[config.mk]
export PLATFORM = sky130hd
export DESIGN_NAME = cp0_unit
export DESIGN_NICKNAME = d
export VERILOG_FILES = /design/src/rtl/cp0_unit_pkg.sv /design/src/rtl/cp0_timer.sv /design/src/rtl/cp0_unit.sv
export SDC_FILE = /design/constraint.sdc
export NUM_CORES = 1
export LEC_CHECK = 0
export CAP_MARGIN = 20
export CORE_ASPECT_RATIO = 1.5
export CORE_MARGIN = 2
export CORE_UTILIZATION = 44
export DETAILED_ROUTE_END_ITERATION = 8
export MAX_ROUTING_LAYER = met4
export PLACE_DENSITY_LB_ADDON = 0.1
export SETUP_SLACK_MARGIN = 0.5
export SYNTH_ARGS = -nofsm -noshare
export SYNTH_HDL_FRONTEND = slang
export SYNTH_SLANG_ARGS = --single-unit
[constraint.sdc]
create_clock -name clk -period 3.7 [get_ports clk]
set_input_delay 0.74 -clock clk [delete_from_list [all_inputs] [get_ports clk]]
set_output_delay 0.74 -clock clk [all_outputs]
set_load 0.05 [all_outputs]
[src/rtl/cp0_unit_pkg.sv]
// Shared CP0 definitions: register numbers, field positions and exception codes.
// Used by cp0_unit and the optional cp0_timer (CP0_TIMER_EN builds).
package cp0_unit_pkg;

    localparam int EXC_CODE_LEN = 5;

    localparam logic [EXC_CODE_LEN-1:0] EXC_CODE_INT  = 5'd0;
    localparam logic [EXC_CODE_LEN-1:0] EXC_CODE_ADEL = 5'd4;
    localparam logic [EXC_CODE_LEN-1:0] EXC_CODE_ADES = 5'd5;
    localparam logic [EXC_CODE_LEN-1:0] EXC_CODE_RI   = 5'd10;
    localparam logic [EXC_CODE_LEN-1:0] EXC_CODE_OV   = 5'd12;

    localparam logic [4:0] CP0_REG_COUNT   = 5'd9;
    localparam logic [4:0] CP0_REG_COMPARE = 5'd11;
    localparam logic [4:0] CP0_REG_SR      = 5'd12;
    localparam logic [4:0] CP0_REG_CAUSE   = 5'd13;
    localparam logic [4:0] CP0_REG_EPC     = 5'd14;
    localparam logic [4:0] CP0_REG_PRID    = 5'd15;

    localparam int SR_IE_BIT    = 0;
    localparam int SR_EXL_BIT   = 1;
    localparam int SR_IM_LO     = 10;
    localparam int SR_IM_HI     = 15;
    localparam int CAUSE_EXC_LO = 2;
    localparam int CAUSE_EXC_HI = 6;
    localparam int CAUSE_IP_LO  = 10;
    localparam int CAUSE_IP_HI  = 15;
    localparam int CAUSE_BD_BIT = 31;

    // EPC always holds a word address.
    function automatic logic [31:0] align_word(input logic [31:0] a);
        return {a[31:2], 2'b00};
    endfunction

endpackage

[src/rtl/cp0_timer.sv]
// Count/Compare timer with a sticky pending flag; only instantiated when
// CP0_TIMER_EN is defined.
module cp0_timer
    import cp0_unit_pkg::*;
(
    input  logic        clk,
    input  logic        reset,
    input  logic        i_count_we,
    input  logic        i_compare_we,
    input  logic [31:0] i_wdata,
    output logic [31:0] o_count,
    output logic [31:0] o_compare,
    output logic        o_pending
);

    logic [31:0] r_count;
    logic [31:0] r_compare;
    logic        r_pending;
    logic [31:0] w_count_inc;

    assign w_count_inc = r_count + 32'd1;

    always_ff @(posedge clk) begin
        if (reset) begin
            r_count   <= '0;
            r_compare <= '0;
            r_pending <= 1'b0;
        end else begin
            r_count <= i_count_we ? i_wdata : w_count_inc;
            // A Compare write clears pending even if the increment hits the old value.
            if (i_compare_we) begin
                r_compare <= i_wdata;
                r_pending <= 1'b0;
            end else if (!i_count_we && (w_count_inc == r_compare)) begin
                r_pending <= 1'b1;
            end
        end
    end

    assign o_count   = r_count;
    assign o_compare = r_compare;
    assign o_pending = r_pending;

endmodule

[src/rtl/cp0_unit.sv]
// Coprocessor 0 in the M stage: SR/Cause/EPC/PRId, exception/interrupt entry, eret.
// Optional Count/Compare timer enabled by the CP0_TIMER_EN macro.
module cp0_unit
    import cp0_unit_pkg::*;
#(
    parameter logic [31:0] PRID       = 32'h4442_4F53,
    parameter logic [31:0] HANDLER_PC = 32'h0000_4180
) (
    input  logic                    clk,
    input  logic                    reset,
    input  logic                    we,
    input  logic [4:0]              addr,
    input  logic [31:0]             wdata,
    output logic [31:0]             rdata,
    input  logic [31:0]             pc_m,
    input  logic                    bd_m,
    input  logic [EXC_CODE_LEN-1:0] exc_in,
    input  logic [5:0]              hw_int,
    input  logic                    eret,
    output logic                    int_req,
    output logic [31:0]             epc,
    output logic [31:0]             handler_pc
);

    logic [5:0]              r_sr_im;
    logic                    r_sr_exl;
    logic                    r_sr_ie;
    logic                    r_cause_bd;
    logic [5:0]              r_cause_ip;
    logic [EXC_CODE_LEN-1:0] r_cause_exc;
    logic [31:0]             r_epc;

    logic [5:0]              w_ip;
    logic                    w_irq;
    logic                    w_exc;
    logic                    w_take;
    logic                    w_wr_en;
    logic [EXC_CODE_LEN-1:0] w_code;
    logic [31:0]             w_entry_epc;
    logic [31:0]             w_sr_word;
    logic [31:0]             w_cause_word;

`ifdef CP0_TIMER_EN
    logic [31:0] w_count;
    logic [31:0] w_compare;
    logic        w_timer_pend;
    logic        w_count_we;
    logic        w_compare_we;

    assign w_count_we   = w_wr_en && (addr == CP0_REG_COUNT);
    assign w_compare_we = w_wr_en && (addr == CP0_REG_COMPARE);

    cp0_timer u_timer (
        .clk          (clk),
        .reset        (reset),
        .i_count_we   (w_count_we),
        .i_compare_we (w_compare_we),
        .i_wdata      (wdata),
        .o_count      (w_count),
        .o_compare    (w_compare),
        .o_pending    (w_timer_pend)
    );

    // The timer owns interrupt line 5; the external pin is ignored.
    assign w_ip = {w_timer_pend, hw_int[4:0]};
`else
    assign w_ip = hw_int;
`endif

    assign w_irq   = (|(w_ip & r_sr_im)) && r_sr_ie && !r_sr_exl;
    assign w_exc   = (exc_in != '0) && !r_sr_exl;
    assign w_take  = !reset && (w_irq || w_exc);
    assign w_code  = w_irq ? EXC_CODE_INT : exc_in;
    assign w_wr_en = we && !w_take;

    assign w_entry_epc = align_word(bd_m ? (pc_m - 32'd4) : pc_m);

    always_ff @(posedge clk) begin
        if (reset) begin
            r_sr_im     <= '0;
            r_sr_exl    <= 1'b0;
            r_sr_ie     <= 1'b0;
            r_cause_bd  <= 1'b0;
            r_cause_ip  <= '0;
            r_cause_exc <= '0;
            r_epc       <= '0;
        end else begin
            r_cause_ip <= w_ip;
            if (w_take) begin
                // Entry cancels the M instruction, so any mtc0 or eret with it is dropped.
                r_sr_exl    <= 1'b1;
                r_cause_exc <= w_code;
                r_cause_bd  <= bd_m;
                r_epc       <= w_entry_epc;
            end else begin
                if (eret) begin
                    r_sr_exl <= 1'b0;
                end else if (we && (addr == CP0_REG_SR)) begin
                    r_sr_im  <= wdata[SR_IM_HI:SR_IM_LO];
                    r_sr_exl <= wdata[SR_EXL_BIT];
                    r_sr_ie  <= wdata[SR_IE_BIT];
                end
                if (we && (addr == CP0_REG_EPC)) begin
                    r_epc <= align_word(wdata);
                end
            end
        end
    end

    always_comb begin
        w_sr_word                       = '0;
        w_sr_word[SR_IM_HI:SR_IM_LO]    = r_sr_im;
        w_sr_word[SR_EXL_BIT]           = r_sr_exl;
        w_sr_word[SR_IE_BIT]            = r_sr_ie;
        w_cause_word                    = '0;
        w_cause_word[CAUSE_BD_BIT]      = r_cause_bd;
        w_cause_word[CAUSE_IP_HI:CAUSE_IP_LO]   = r_cause_ip;
        w_cause_word[CAUSE_EXC_HI:CAUSE_EXC_LO] = r_cause_exc;
    end

    always_comb begin
        rdata = '0;
        case (addr)
            CP0_REG_SR:      rdata = w_sr_word;
            CP0_REG_CAUSE:   rdata = w_cause_word;
            CP0_REG_EPC:     rdata = r_epc;
            CP0_REG_PRID:    rdata = PRID;
`ifdef CP0_TIMER_EN
            CP0_REG_COUNT:   rdata = w_count;
            CP0_REG_COMPARE: rdata = w_compare;
`endif
            default:         rdata = '0;
        endcase
    end

    assign int_req    = w_take;
    assign epc        = r_epc;
    assign handler_pc = HANDLER_PC;

endmodule

==> results.cfg, run 1 <==
[synth]
synthDistinctLibCells = 58
synthMuxAreaShare_pct = 3.63
synth-xor-area-share_pct = 2.85
synth_ff_type = dfxtp_1
synth.top_cell.area_share_pct = 27.1
synth-seq-cells = 50
yosysWarnings = 0
ys_seq_area_share_pct = 27.1
synthCells = 450
ys_top_cells_by_area = dfxtp_1, buf_4, and3_1
async_reset_ff_share_pct = 0
yosysTopAreaCell = dfxtp_1
synth_edf_count = 0
netlist_area_mm2 = 0.00369
synth_compound_area_share_pct = 23.9
syn_area_per_cell_um2 = 8.19
synthAdderAreaFrac_pct = 0.339
synthSimpleGateAreaFrac_pct = 29.5
synth_top_family_by_area = simple AND/OR/NAND/NOR gates

[worst_setup_path]
path_class = in2out
crit_chain = clkdlybuf4s50_1 -> or4_1 -> o21a_1 -> nor2_2 -> nor2_1 -> buf_12
start_kind = input pin
crit-reg2reg-launch = r_sr_im[3]
rrSetupSlack_ps = 1510
cpMaxStageDelayCell = or4_1
required_ps = 2960
endpoint_kind = output pin
cpPeakStageDelay_ps = 570
cp_max_fo = 3
r2r_end = r_sr_im[5]
crit_arrival_ps = 2360
reg2reg_depth = 5

[place]
pre_cts_ws_ps = 462
dpl_cell_area_mm2 = 0.00542
dp_hpwl_um = 9660
gp_congestion = 0.940
io_buffers = 145

[global_route]
grt_util_met2_pct = 51.2
grt_pass1_wl_um = 20300
met1_usage_pct = 31.8
grt_max_degree = 58
antenna_found_initial = 0
groute.usage.overall_pct = 28.8
overflow = 0
top_usage_layer = met2
grt.met3_usage_pct = 3.94
grt_pass1_vias = 4016

[run]
cap_violations = 0

[power]
p_leak_nw = 2.10
ir_drop_v = 0.000223
p_per_area_mw_per_mm2 = 311
p_total_w = 0.00174

[floorplanning]
pin_count = 182
die_x_um = 78.7
num_rows = 40
core_mm2 = 0.00806
fp.dieArea_mm2 = 0.00914
die_h_um = 116
start_util_pct = 45.8

[sta]
max_freq_mhz = 322
worst_slew_margin_rel_pct = 57.9
setup_ws_ps = 599
fin_skew_ps = 5.43
finalHoldViolCount = 0
finalCriticalPeriod_ps = 3100
worstMarginPinSlew_ps = 626
setup-tns-final_ps = 0
slew_viol_final = 0
post-route-period-util_pct = 83.8
rsz0062_at_grt = no
setup_viol_count_final = 0

[clocking]
postCtsSetupRepairBufs = 0
clk_pin_slew_ps = 70
cts_buffer_depth = 2
root_buffer = clkbuf_16
htreeDepth = 2
clk_latency_ps = 300
cts_tree = done
numCtsBuffers = 5
cts.sinks = 50

[detailed_routing]
viasPerCell = 5.96
ant_nets = 0
drt_iter0_drc = 366
drt_pass1_iterations = 5
drt_wl_total_um = 13000
avgRoutedWirePerCell_um = 19.0
drcViolationCount = 0
vias = 4086

[finish]
diodes = 0
final_common_cell = clkdlybuf4s50_1
regArea_mm2 = 0.00100
most-common-layout-cells = clkdlybuf4s50_1, dfxtp_1, and3_1, conb_1, buf_12
fin_nets = 666
drive_gt1_share_pct = 14.6
syn_to_final_growth_pct = 51.8
nFillCells = 657
fin_area_mm2 = 0.00560
multi_input_area_mm2 = 0.00236

[hold_path]
hold_end = r_cause_exc[4]
min_path_type = reg2reg
hold_depth = 2
hold_start = r_cause_exc[4]

[run_status]
status = finished clean
[through the flow]
step / hold WS [ps] / utilization (%) / std cells
after global routing: 493 / 69.5 / 686
after floorplan: 440 / - / 482
after detailed placement: 460 / 67.3 / 678
after global placement: 447 / 67.3 / 678
after CTS: 469 / 69.4 / 686
final: 464 / 69.5 / 686
[report_power, final]
group          internal (W)  switching (W)  leakage, nW
combinational      0.000223       0.000371         1.61
sequential         0.000579      0.0000308        0.414
clock              0.000319       0.000216       0.0760
[critical path: cells and delay by family]
family / cells / cell delay (ps)
simple gates: 3 / 800
compound gates: 1 / 240
buf+inv: 2 / 580
[synth_stat cells, types with 2 or more instances]
cell           number
mux2_2              3
a22o_1              3
a2111oi_0          29
a311oi_1           16
dfxtp_1            50
mux2i_1            10
or4_1              10
o41ai_1             3
nor4_1              6
conb_1              2
and3b_1             3
nand2_1            13
nand3_1            16
a22oi_1             4
nand3b_1            2
xor2_1              5
o221a_2             3
nand2b_1           15
or4b_2              2
buf_2               4
xnor2_1             7
buf_4              37
nor2_1             32
dlygate4sd1_1       2
nor3_1              6
nand4_1             6
nor4_4              2
and3_1             41
o21ai_0             8
inv_1               2
a21oi_1            14
o31ai_1            11
or4_2               2
a211oi_1           13
or3_1              11
clkbuf_1           28
nor2b_1             8
[logic make-up after synthesis]
logic type,after synthesis
buf+inv,77
xor+xnor,12
simple gates,182
flops,50
other cells,2
compound gates,113
mux,13
fa+ha+maj,1
[layout make-up]
class	count	share of cell area, %
Clock buffer	5	2.24
Multi-Input combinational cell	355	42.1
Clock inverter	3	0.805
Sequential cell	50	17.9
Tap cell	105	2.35
Timing Repair Buffer	165	34.4
Inverter	3	0.201
[sequential cells by signal, indices dropped and copies added (netlist names)]
signal,cells
r_sr_im,6
epc,30
r_sr_ie,1
r_cause_ip,6
r_sr_exl,1
r_cause_bd,1
r_cause_exc,5
[per-layer routing]
layer	wire [um]	share of wire, %	vias up
li1	-	-	1932
met1	4830	37	1955
met2	7020	54	173
met3	753	5.8	26
met4	401	3.1	0
met5	0	0	-
[repair_timing]
item,CTS,global route
endpoints found under the setup margin,2,8
gates cloned,0,0
resized for setup,1,4
hold buffers,0,0
[worst max path at each step]
stage	slack (ps)	end	start	cells after the start
after floorplan	760	rdata[12]	addr[1]	6
after global placement	530	rdata[10]	addr[1]	5
after detailed placement	460	epc[21]	bd_m	5
after CTS	500	rdata[26]	addr[2]	5
after global routing	520	int_req	exc_in[0]	6
final	600	int_req	exc_in[0]	6
Power figures use the tool's default switching activity.
==> run 2: changes to the inputs <==
--- a/config.mk
+++ b/config.mk
@@ -8,7 +8,7 @@
 export CAP_MARGIN = 20
 export CORE_ASPECT_RATIO = 1.5
 export CORE_MARGIN = 2
-export CORE_UTILIZATION = 44
+export CORE_UTILIZATION = 37
 export DETAILED_ROUTE_END_ITERATION = 8
 export MAX_ROUTING_LAYER = met4
 export PLACE_DENSITY_LB_ADDON = 0.1
==> constraint.sdc (replaced) <==
create_clock -name clk -period 2.6 [get_ports clk]
set_input_delay 0.52 -clock clk [delete_from_list [all_inputs] [get_ports clk]]
set_output_delay 0.52 -clock clk [all_outputs]
set_load 0.05 [all_outputs]
==> results.cfg, run 2 (same netlist as run 1, synthesis figures left out) <==
[hold_path]
hold_end = r_cause_ip[3]
hold_depth = 2
min_path_type = in2reg
hold_start = hw_int[3]

[worst_setup_path]
cp_max_fo = 2
startpoint = exc_in[0]
cpMaxStageDelayCell = or4_4
rrSetupSlack_ps = 590
cpLargestDelayFamily = simple AND/OR/NAND/NOR gates
r2r_end = epc[11]
crit-reg2reg-launch = r_sr_im[3]
crit_arrival_ps = 1700
crit_chain = buf_6 -> or4_4 -> o21a_4 -> nor2_4 -> nor2_4 -> buf_12
endpoint_kind = output pin
path_class = in2out
start_kind = input pin
required_ps = 2080
cpPeakStageDelay_ps = 540
cp_num_buf_inv = 2
worst_path_most_repeated_cell = nor2_4
reg2reg_depth = 6

[floorplanning]
num_rows = 44
die_h_um = 126
core_mm2 = 0.00969
die_x_um = 85.5
fp.dieArea_mm2 = 0.0108
start_util_pct = 38.1
pin_count = 182

[global_route]
grt_pass1_vias = 4478
groute.usage.overall_pct = 27.0
grt_pass1_wl_um = 22600
overflow = 0
antenna_found_initial = 1
grt_max_degree = 43

[sta]
slew_viol_final = 0
fin_skew_ps = 3.80
finalCriticalPeriod_ps = 2220
worstMarginPinSlew_ps = 624
worst_slew_margin_rel_pct = 58.0
rsz0062_at_grt = yes
setup_viol_count_final = 0
finalHoldViolCount = 0
setup-tns-final_ps = 0
post-route-period-util_pct = 85.4
max_freq_mhz = 450

[finish]
syn_to_final_growth_pct = 78.8
largest_reg_flops = 30
fin_nets = 730
fin_area_mm2 = 0.00659
final_common_cell = clkdlybuf4s50_1
drive_gt1_share_pct = 36.3
most-common-layout-cells = clkdlybuf4s50_1, buf_4, dfxtp_1, buf_12, conb_1

[run]
cap_violations = 0

[place]
io_buffers = 145
dpl_cell_area_mm2 = 0.00597
dp_hpwl_um = 10400
gp_congestion = 0.890

[detailed_routing]
ant_nets = 0
drcViolationCount = 0
avgRoutedWirePerCell_um = 19.2
viasPerCell = 5.81
drt_pass1_iterations = 4
drt_iter0_drc = 215
drt_wl_total_um = 14600
vias = 4418

[clocking]
numCtsBuffers = 5
clk_pin_slew_ps = 70
clk_latency_ps = 290
htreeDepth = 2
cts.sinks = 50
cts_buffer_depth = 2
root_buffer = clkbuf_16
cts_tree = done

[power]
ir_drop_v = 0.000310
p_per_area_mw_per_mm2 = 396
p_leak_nw = 2.63

[run_status]
status = finished clean
run 2: cell types whose count changed in the layout (fill, tap and decap cells not counted), moves of 7 or more:
cell,previous run,this run
buf_6,0,12
buf_4,20,66
dlygate4sd2_1,1,9
dlymetal6s2s_1,0,7
clkdlybuf4s50_1,110,71
clkbuf_2,0,9
and3_2,0,10
a2111oi_0,29,13
nor2_4,0,11
and3_1,41,29
buf_2,1,9
a2111oi_1,0,11
nor2_1,31,15
buf_12,33,40
run 2: layout make-up:
cell class | count | area (um^2)
antenna | 1 | 2.50
clock buffer | 5 | 125
clock inverter | 3 | 43.8
fill | 772 | 3100
inverter | 3 | 11.3
multi-input combinational | 355 | 2750
sequential | 50 | 1000
tap | 115 | 144
timing repair buffer | 229 | 2520
run 2: layer usage:
metal	vias up	GRT usage, %	routed length [um]
li1	2065	-	-
met1	2088	28.9	5260
met2	226	48.2	7760
met3	39	3.47	991
met4	0	13.4	602
met5	-	-	0
run 2: worst max path at each step:
stage,to,depth (start not counted)
global placement,epc[25],6
CTS,epc[26],5
global route,int_req,6
detailed placement,epc[25],6
finish,int_req,6
floorplan,rdata[2],5
run 2: per-stage QoR:
| step | std cells | hold WS [ps] | setup slack (ps) | total power [W] | utilization [%] |
|---|---|---|---|---|---|
| 2_1_floorplan | 482 | 440 | 402 | 0.00144 | - |
| 3_5_place_dp | 727 | 465 | -169 | 0.00180 | 61.6 |
| 5_1_grt | 761 | 472 | 353 | 0.00270 | 68.1 |
| 6_report | 761 | 459 | 379 | 0.00261 | 68.1 |
| 4_1_cts | 759 | 474 | 325 | 0.00260 | 66.8 |
| 3_3_place_gp | 727 | 451 | -122 | 0.00179 | 61.6 |
run 2: power by group:
group | internal [W] | switching, W | total (W)
clock network | 0.000456 | 0.000302 | 0.000758
registers | 0.000824 | 0.0000490 | 0.000873
logic | 0.000395 | 0.000584 | 0.000979
total | 0.00167 | 0.000935 | 0.00261
run 2: what timing repair did:
item	4_1_cts	5_1_grt
pin swaps	31	23
hold buffers	0	0
endpoints found under the hold margin	0	0
resized for setup	104	65
cloned	4	0
buffers inserted	20	1
setup endpoints to repair	70	55
==> run 3: changes to the inputs <==
--- a/config.mk
+++ b/config.mk
@@ -10,7 +10,6 @@
 export CORE_MARGIN = 2
 export CORE_UTILIZATION = 37
 export DETAILED_ROUTE_END_ITERATION = 8
-export MAX_ROUTING_LAYER = met4
 export PLACE_DENSITY_LB_ADDON = 0.1
 export SETUP_SLACK_MARGIN = 0.5
 export SYNTH_ARGS = -nofsm -noshare
==> results.cfg, run 3 (same netlist as run 1, synthesis figures left out) <==
[run_status]
status = finished clean

[global_route]
grt_pass1_vias = 4469
top_usage_layer = met2
overflow = 0
grt.met3_usage_pct = 4.00
grt_pass1_wl_um = 22600
met1_usage_pct = 28.6
groute.usage.overall_pct = 26.3
grt_max_degree = 43
grt_util_met2_pct = 48.2
antenna_found_initial = 1

[power]
p_total_w = 0.00261
p_sw_share_pct = 35.8
p_per_area_mw_per_mm2 = 396
p_clk_share_pct = 29.1
switching_power_w = 0.000936
intPower_w = 0.00167
ir_drop_v = 0.000310
p_leak_nw = 2.63
seqPwrFrac_pct = 33.4
p_comb_share_pct = 37.5

[detailed_routing]
avgRoutedWirePerCell_um = 19.2
drt_wl_total_um = 14600
vias = 4415
drt_pass1_iterations = 5
drt_iter0_drc = 223
viasPerCell = 5.80
ant_nets = 0
drcViolationCount = 0

[worst_setup_path]
startpoint = exc_in[0]
required_ps = 2080
cpMaxStageDelayCell = or4_4
cpLargestDelayFamily = simple AND/OR/NAND/NOR gates
path_class = in2out
cpPeakStageDelay_ps = 540
start_kind = input pin
crit-reg2reg-launch = r_sr_im[3]
crit_arrival_ps = 1700
endpoint_kind = output pin
cp_max_fo = 2
rrSetupSlack_ps = 580
crit_chain = buf_6 -> or4_4 -> o21a_4 -> nor2_4 -> nor2_4 -> buf_12
worst_path_most_repeated_cell = nor2_4
cp_num_buf_inv = 2

[finish]
largest_reg_flops = 30
utilization_pct = 68.1
final_common_cell = clkdlybuf4s50_1
fin_area_mm2 = 0.00659
fin_nets = 730
most-common-layout-cells = clkdlybuf4s50_1, buf_4, dfxtp_1, buf_12, conb_1
syn_to_final_growth_pct = 78.8
drive_gt1_share_pct = 36.3

[place]
dp_hpwl_um = 10400
dpl_cell_area_mm2 = 0.00597
io_buffers = 145
gp_congestion = 0.876

[hold_path]
hold_start = hw_int[3]
min_path_type = in2reg

[clocking]
cts_tree = done
htreeDepth = 2
root_buffer = clkbuf_16
clk_latency_ps = 290
numCtsBuffers = 5
cts_buffer_depth = 2
cts.sinks = 50
clk_pin_slew_ps = 70

[floorplanning]
start_util_pct = 38.1
die_h_um = 126
die_x_um = 85.5
num_rows = 44
pin_count = 182
core_mm2 = 0.00969
fp.dieArea_mm2 = 0.0108

[sta]
finalCriticalPeriod_ps = 2220
setup-tns-final_ps = 0
slew_viol_final = 0
post-route-period-util_pct = 85.4
worst_slew_margin_rel_pct = 58.2
max_freq_mhz = 450
setup_viol_count_final = 0
finalHoldViolCount = 0
worstMarginPinSlew_ps = 622
fin_skew_ps = 4.32
whs_ps = 459
rsz0062_at_grt = yes

[run]
cap_violations = 0
## run 3: cell counts in the layout (fill, tap and decap cells not counted)
Identical to the previous run, type by type.
## run 3: metrics by stage
stage               worst slack, ps  cells
finish                          379    761
global placement               -122    727
detailed placement             -169    727
CTS                             325    759
floorplan                       402    482
global route                    353    761
## run 3: layer usage
| layer | wire length, um | up-vias |
|---|---|---|
| li1 | - | 2062 |
| met1 | 5310 | 2087 |
| met2 | 7680 | 221 |
| met3 | 985 | 45 |
| met4 | 665 | 0 |
| met5 | 0 | - |
## run 3: power groups by stage
stage               clock network (W)  logic, W  registers, W
floorplan                           0  0.000417       0.00102
global placement                    0  0.000907      0.000886
detailed placement                  0  0.000917      0.000886
CTS                          0.000772  0.000957      0.000870
global route                 0.000797   0.00102      0.000879
finish                       0.000760  0.000978      0.000873
## run 3: worst paths after layout
kind | cells past startpoint | to
setup / recovery | 6 | int_req
hold / removal | 2 | r_cause_ip[3]
setup reg to reg | 6 | epc[11]
hold reg to reg | 2 | r_cause_exc[2]
## run 3: timing repair
item,in CTS,in global routing
pin swaps,31,23
gates resized for setup,104,65
cloned,4,0
hold buffers,0,0
buffers inserted,20,1
endpoints found under the setup margin,70,55
## run 3: layout make-up
cell class                 instances  area, um^2
fill                             772        3100
multi-input combinational        355        2750
timing repair buffer             229        2520
sequential                        50        1000
tap                              115         144
clock buffer                       5         125
clock inverter                     3        43.8
inverter                           3        11.3
antenna                            1        2.50
## run 3: worst register-to-register path, cell delays in order (launching register included)
cell,delay [ps]
dfxtp_1,330
a22o_1,260
o311a_1,420
buf_4,160
buf_4,230
a2111oi_0,410
a211oi_1,90
